[config.mk]
export PLATFORM = sky130hd
export DESIGN_NAME = regfile_arbiter
export DESIGN_NICKNAME = d
export VERILOG_FILES = /design/src/rtl/regfile_arb_pkg.sv /design/src/rtl/regfile_arbiter_rr_arbiter.sv /design/src/rtl/regfile_arbiter.sv
export SDC_FILE = /design/constraint.sdc
export NUM_CORES = 1
export LEC_CHECK = 0
export BUFFER_PORTS_ARGS = -buffer_cell sky130_fd_sc_hd__buf_2
export CAP_MARGIN = 25
export CORE_MARGIN = 2
export CORE_UTILIZATION = 36
export DETAILED_ROUTE_END_ITERATION = 8
export PLACE_DENSITY_LB_ADDON = 0.1
export SLEW_MARGIN = 30
export SYNTH_ARGS = -nofsm -noshare
export SYNTH_HDL_FRONTEND = slang
export SYNTH_HIERARCHICAL = 1
export SYNTH_SLANG_ARGS = --single-unit
[constraint.sdc]
create_clock -name CLK -period 2.28 [get_ports CLK]
set_input_delay 0.114 -clock CLK [delete_from_list [all_inputs] [get_ports CLK]]
set_output_delay 0.114 -clock CLK [all_outputs]
set_load 0.005 [all_outputs]
[src/rtl/regfile_arb_pkg.sv]
// Shared constants and types for the register-file arbiter.
// The struct field widths follow the DEF_* constants, so the top-level parameters track them.
package regfile_arb_pkg;

    localparam int DEF_NUM_REQ    = 4;
    localparam int DEF_DATA_WIDTH = 16;
    localparam int DEF_ADDR_WIDTH = 3;
    localparam int DEF_ID_WIDTH   = $clog2(DEF_NUM_REQ);

    typedef struct packed {
        logic                      we;
        logic [DEF_ADDR_WIDTH-1:0] addr;
        logic [DEF_DATA_WIDTH-1:0] wdata;
    } cmd_t;

    typedef struct packed {
        logic                    vld;
        logic [DEF_ID_WIDTH-1:0] id;
    } rd_pipe_t;

endpackage

[src/rtl/regfile_arbiter_rr_arbiter.sv]
// Combinational round-robin picker.
// It scans upward from i_ptr and wraps. When i_lock_en is set, only i_lock_id may win.
module rr_arbiter #(
    parameter int NUM_REQ  = 4,
    parameter int ID_WIDTH = $clog2(NUM_REQ)
) (
    input  logic [NUM_REQ-1:0]  i_req,
    input  logic [ID_WIDTH-1:0] i_ptr,
    input  logic                i_lock_en,
    input  logic [ID_WIDTH-1:0] i_lock_id,
    output logic [NUM_REQ-1:0]  o_grant,
    output logic [ID_WIDTH-1:0] o_grant_id,
    output logic                o_grant_vld
);

    logic [NUM_REQ-1:0] w_req_m;

    genvar gi;
    generate
        for (gi = 0; gi < NUM_REQ; gi++) begin : g_mask
            assign w_req_m[gi] = i_req[gi] & (~i_lock_en | (i_lock_id == ID_WIDTH'(gi)));
            assign o_grant[gi] = o_grant_vld & (o_grant_id == ID_WIDTH'(gi));
        end
    endgenerate

    // Walk offsets from farthest to nearest so the nearest valid requester wins last.
    always_comb begin
        int j;
        j           = 0;
        o_grant_id  = '0;
        o_grant_vld = 1'b0;
        for (int k = NUM_REQ - 1; k >= 0; k--) begin
            j = int'(i_ptr) + k;
            if (j >= NUM_REQ) begin
                j = j - NUM_REQ;
            end
            if (w_req_m[j]) begin
                o_grant_id  = ID_WIDTH'(j);
                o_grant_vld = 1'b1;
            end
        end
    end

endmodule

[src/rtl/regfile_arbiter.sv]
// Round-robin arbiter that lets NUM_REQ clients share one single-port register file.
// Defining REGFILE_ARB_LOCK_EN enables grant locking through req_lock.
module regfile_arbiter
    import regfile_arb_pkg::*;
#(
    parameter int NUM_REQ    = DEF_NUM_REQ,
    parameter int DATA_WIDTH = DEF_DATA_WIDTH,
    parameter int ADDR_WIDTH = DEF_ADDR_WIDTH,
    localparam int ID_WIDTH  = $clog2(NUM_REQ)
) (
    input  logic                          CLK,
    input  logic                          RST,
    input  logic [NUM_REQ-1:0]            req_valid,
    input  logic [NUM_REQ-1:0]            req_we,
    input  logic [NUM_REQ*ADDR_WIDTH-1:0] req_addr,
    input  logic [NUM_REQ*DATA_WIDTH-1:0] req_wdata,
    input  logic [NUM_REQ-1:0]            req_lock,
    output logic [NUM_REQ-1:0]            req_ready,
    output logic [NUM_REQ-1:0]            rsp_valid,
    output logic [DATA_WIDTH-1:0]         rsp_rdata,
    output logic                          rf_wr_en,
    output logic                          rf_rd_en,
    output logic [ADDR_WIDTH-1:0]         rf_address,
    output logic [DATA_WIDTH-1:0]         rf_wr_data,
    input  logic [DATA_WIDTH-1:0]         rf_rd_data
);

    logic                  r_init_done;
    logic [ID_WIDTH-1:0]   r_ptr;
    logic                  r_wr_en;
    logic                  r_rd_en;
    logic [ADDR_WIDTH-1:0] r_addr;
    logic [DATA_WIDTH-1:0] r_wdata;
    rd_pipe_t              r_s1;
    rd_pipe_t              r_s2;

    logic [NUM_REQ-1:0]    w_grant;
    logic [ID_WIDTH-1:0]   w_win_id;
    logic                  w_grant_vld;
    logic                  w_hs;
    logic                  w_lock_act;
    logic [ID_WIDTH-1:0]   w_lock_id;
    logic [ID_WIDTH-1:0]   w_ptr_next;
    cmd_t                  w_cmd;

    rr_arbiter #(
        .NUM_REQ  (NUM_REQ),
        .ID_WIDTH (ID_WIDTH)
    ) u_rr (
        .i_req       (req_valid),
        .i_ptr       (r_ptr),
        .i_lock_en   (w_lock_act),
        .i_lock_id   (w_lock_id),
        .o_grant     (w_grant),
        .o_grant_id  (w_win_id),
        .o_grant_vld (w_grant_vld)
    );

    // Grants stay off until the register file's own synchronous reset has landed.
    assign req_ready = r_init_done ? w_grant : '0;
    assign w_hs      = r_init_done & w_grant_vld;

    assign w_cmd.we    = req_we[w_win_id];
    assign w_cmd.addr  = req_addr[w_win_id*ADDR_WIDTH +: ADDR_WIDTH];
    assign w_cmd.wdata = req_wdata[w_win_id*DATA_WIDTH +: DATA_WIDTH];
    assign w_ptr_next  = (w_win_id == ID_WIDTH'(NUM_REQ - 1)) ? '0 : w_win_id + 1'b1;

`ifdef REGFILE_ARB_LOCK_EN
    logic                r_lock_vld;
    logic [ID_WIDTH-1:0] r_lock_id;

    // A lock is honoured only while its owner keeps valid asserted.
    assign w_lock_act = r_lock_vld & req_valid[r_lock_id];
    assign w_lock_id  = r_lock_id;

    always_ff @(posedge CLK or negedge RST) begin
        if (!RST) begin
            r_lock_vld <= 1'b0;
            r_lock_id  <= '0;
        end else if (w_hs) begin
            r_lock_vld <= req_lock[w_win_id];
            r_lock_id  <= w_win_id;
        end else if (r_lock_vld && !req_valid[r_lock_id]) begin
            r_lock_vld <= 1'b0;
        end
    end
`else
    logic w_unused_lock;
    assign w_unused_lock = ^req_lock;
    assign w_lock_act    = 1'b0;
    assign w_lock_id     = '0;
`endif

    always_ff @(posedge CLK or negedge RST) begin
        if (!RST) begin
            r_init_done <= 1'b0;
            r_ptr       <= '0;
            r_wr_en     <= 1'b0;
            r_rd_en     <= 1'b0;
            r_addr      <= '0;
            r_wdata     <= '0;
            r_s1        <= '0;
            r_s2        <= '0;
        end else begin
            r_init_done <= 1'b1;
            r_wr_en     <= w_hs & w_cmd.we;
            r_rd_en     <= w_hs & ~w_cmd.we;
            if (w_hs) begin
                r_addr  <= w_cmd.addr;
                r_wdata <= w_cmd.wdata;
            end
            if (w_hs && !w_lock_act) begin
                r_ptr <= w_ptr_next;
            end
            // Read data appears one cycle after rf_rd_en, so the strobe trails by two stages.
            r_s1.vld <= w_hs & ~w_cmd.we;
            r_s1.id  <= w_win_id;
            r_s2     <= r_s1;
        end
    end

    genvar gi;
    generate
        for (gi = 0; gi < NUM_REQ; gi++) begin : g_rsp
            assign rsp_valid[gi] = r_s2.vld & (r_s2.id == ID_WIDTH'(gi));
        end
    endgenerate

    assign rsp_rdata  = rf_rd_data;
    assign rf_wr_en   = r_wr_en;
    assign rf_rd_en   = r_rd_en;
    assign rf_address = r_addr;
    assign rf_wr_data = r_wdata;

endmodule
==> results by group <==
Clock tree
  • Buffer levels on the longest clock path: 2
  • H-tree levels: 2
  • Clk Latency, worst-skew pair: about 280 ps
  • # clock sinks: 29
  • Clk root buf: clkbuf_8
  • Reg clk slew, reported paths: approximately 60 ps
  • CTS buffer count: 5
  • CTS tree: done

Synth
  • Gate Count Post-Synth: ~150
  • Register area share after synthesis: 36.6%
  • Post-synthesis sequential element count: 29
  • Yosys warnings: 6
  • Cell Area, Synth: 0.00198 mm²
  • Mean post-synth cell area: 12.9 µm²
  • Synth unique cells: 42

STA
  • Final period demand of the worst path: approximately 2200 ps
  • Final setup fails: 0
  • Final Hold Fails: 0
  • Fmax: 448 MHz
  • Slew @ Worst Pin: 649 ps
  • Unrepaired setup endpoints after global routing: yes
  • Clock skew: between 5 and 6 ps
  • Worst rel slew slack: 56.7%
  • Slew Viols, Final: 0
  • Final Worst Setup Slack: about 49 ps
  • Final worst path period share: 97.9%

Drt
  • Final wirelength: 4810 µm
  • # DRC: 0
  • Post-route ant nets: 0
  • Wirelength per Cell: 13.4 µm
  • Via count: 1,756
  • Vias per inst: 4.89
  • DR iter-0 viols: 17
  • Drt pass-1 iters: 4

Placed design
  • Final GP Congestion: 0.819
  • Cell Count Post-Placement: 344
  • Placed cell area: 0.00268 mm²
  • Pre-CTS WS: -116 ps
  • HPWL after DPL: roughly 3700 µm
  • PortBufs: 114

Layout
  • Fin cells: roughly 360
  • # nets final: 393
  • # fillers: 512
  • Proportion of layout cells with a drive suffix above 1: 67.6%
  • Sequential standard cell area: 726 µm²
  • Ant diodes: 0
  • Post-layout util: 53.7%
  • Final instance area: 0.00290 mm²
  • Multi-input logic area: around 0.0012 mm²
  • Area Overhead vs Synth: 46.2%

Setup path
  • Buf+Inv Stages, Crit Path: 2
  • Crit path max fanout: 6
  • Worst-case reg-to-reg path depth: 8
  • Critical Path AT: 2390 ps
  • Worst R2R Start: r_ptr[1]
  • CP Launch Type: register
  • Flop-to-flop setup slack: between 40 and 50 ps
  • Worst Setup End Kind: register
  • Instance count on the critical path: 8
  • CP max-delay cell: mux4_2
  • Largest stage delay on the critical path: 490 ps
  • CP Cell Sequence: and2_4, a221oi_4, o32ai_4, nor2_4, buf_6, buf_12, mux4_2, mux2_4
  • Setup CP Type: reg -> reg
  • CP delay by family, top: multiplexers
  • R2R Path End: rf_wr_data[10]
  • Req. time, crit path: 2440 ps

Pwr
  • Total Power: 2380 µW
  • Worst VDD drop: 0.000389 V
  • Sequential Power Share: 33.4%
  • Sw power: 746 µW
  • Clock share of power: 17.0%
  • Comb pwr share: 49.6%
  • Sw Ratio: 31.3%
  • Pint: 1640 µW
  • Static Leakage: 0.00140 µW
  • Power per cell area: 822 mW/mm²

Global route
  • Largest net degree at the start of global routing: 30
  • First-pass GRT wire length: 8020 µm
  • Antenna violations before repair: 0
  • Number of global-route vias before repair: 1,788
  • Remaining global-route overflow: 0
  • Total GRT Usage: ~17%

Hold path
  • Hold Path End: rsp_rdata[9]
  • Hold crit path type: in -> out
  • Hold path depth: 0
  • Hold Startpoint: rf_rd_data[9]

Die
  • Placement Rows: 27
  • Chip width: 78.2 µm
  • Die Ht: roughly 78 µm
  • Placeable Area: roughly 0.0054 mm²
  • Die ar.: 0.00612 mm²
  • Starting Density: 36.7%
  • Ports: 151

Outcome
  • Status: completed

Flow run
  • Max Cap Viol: 0
## sequential cells by signal, indices dropped and copies added (netlist names)
name / flops
r_ptr: 2
r_s1: 3
rf_wr_data: 16
r_s2: 3
rf_wr_en: 1
r_init_done: 1
rf_address: 3
## logic make-up after synthesis
kind of cell             count (synthesis)  synth area share, %
AO/OA/AOI/OAI                           25                 10.1
adder cells (fa/ha/maj)                  1                0.630
buffers and inverters                   28                 9.39
flip-flops                              29                 36.6
multiplexers                            41                 34.8
other                                    2                0.378
AND/OR/NAND/NOR                         28                 8.13
## repair_timing
item / 4_1_cts / 5_1_grt
gates resized for setup: 10 / 1
pin swaps: 4 / 3
endpoints found under the hold margin: 29 / 0
setup buffers: 5 / 0
hold buffers: 1 / 0
cloned: 2 / 0
setup endpoints to repair: 20 / 20
## worst register-to-register path, stage by stage, from the launching register on
cell,delay [ps]
dfrtp_1,380
and2_4,150
a221oi_4,280
o32ai_4,150
nor2_4,130
buf_6,140
buf_12,130
mux4_2,500
mux2_4,280
## per-layer routing
metal  up-vias  share of wire (%)  global-route usage, %
li1        827                  -                      -
met1       840                 38                   19.3
met2        79                 52                   28.0
met3        10                8.7                   6.21
met4         0                2.0                   6.49
met5         -                  0                      0
## power groups by stage
stage | clock network (µW) | logic (µW) | registers (µW)
after detailed placement | 0 | 1060 | 803
after global routing | 447 | 1300 | 828
final | 404 | 1180 | 796
after floorplan | 0 | 614 | 824
after CTS | 420 | 1200 | 799
after global placement | 0 | 1060 | 798
## worst max-delay path by stage
stage / from / end / slack [ps]
detailed placement: r_ptr[1] / rf_wr_data[7] / -120
global route: r_ptr[1] / rf_wr_data[7] / -60
global placement: r_ptr[1] / rf_wr_data[8] / -200
CTS: r_ptr[1] / rf_wr_data[7] / -20
finish: r_ptr[1] / rf_wr_data[10] / 50
floorplan: r_ptr[1] / rf_address[0] / 4
## cell type report
cell class,count,share of cell area (%)
Inverter,5,0.647
Multi-Input combinational cell,110,40.6
Tap cell,72,3.11
Clock buffer,5,2.37
Timing Repair Buffer,135,27.7
Clock inverter,3,0.604
Sequential cell,29,25.0
## placed cells by master (no fill, tap or decap), types with 2 or more instances in the layout
master      n
clkinv_2    2
inv_1       4
o21ai_2     2
buf_12      2
mux2_4      3
conb_1     15
nand3_1     3
a211oi_1    2
mux2_2     18
a21oi_1     7
mux4_2     20
clkbuf_8    5
buf_2     114
and2b_1     2
nor2_1      3
dfrtp_1    29
nor2_4      2
buf_6       2
nand2b_1    3
buf_4      14
buf_16      2
nand2_1     3
and2_1      4
## synth_stat cells
library cell / count / area, µm²
dfrtp_1: 29 / 726
mux2_2: 21 / 236
mux4_2: 19 / 428
buf_4: 17 / 128
a21oi_1: 7 / 35.0
and2_1: 5 / 31.3
nor2_1: 5 / 18.8
inv_1: 4 / 15.0
nand2_1: 3 / 11.3
nand2b_1: 3 / 18.8
nand3_1: 3 / 15.0
a211oi_1: 2 / 15.0
and2b_1: 2 / 15.0
buf_2: 2 / 10.0
buf_6: 2 / 22.5
conb_1: 2 / 7.51
o21ai_2: 2 / 17.5
o32ai_1: 2 / 17.5
a2111o_1: 1 / 11.3
a2111oi_0: 1 / 8.76
a2111oi_2: 1 / 15.0
a21o_1: 1 / 7.51
a21o_2: 1 / 8.76
a221oi_1: 1 / 8.76
a221oi_2: 1 / 15.0
a31o_1: 1 / 8.76
a31oi_1: 1 / 6.26
and3_1: 1 / 6.26
and3b_1: 1 / 8.76
buf_1: 1 / 3.75
clkbuf_1: 1 / 3.75
ha_1: 1 / 12.5
inv_2: 1 / 3.75
mux4_1: 1 / 26.3
nand2b_2: 1 / 8.76
nand3b_1: 1 / 7.51
nor2b_1: 1 / 6.26
nor3b_1: 1 / 7.51
nor4_1: 1 / 6.26
o211ai_1: 1 / 7.51
o21bai_1: 1 / 7.51
o32a_1: 1 / 10.0
## through the flow
step / hold WS (ps) / setup TNS [ps]
5_1_grt: 228 / -690
3_3_place_gp: 174 / -3730
3_5_place_dp: 181 / -1580
4_1_cts: 221 / -25.7
2_1_floorplan: -182 / 0
6_report: 228 / 0
Power figures use the tool's default switching activity.
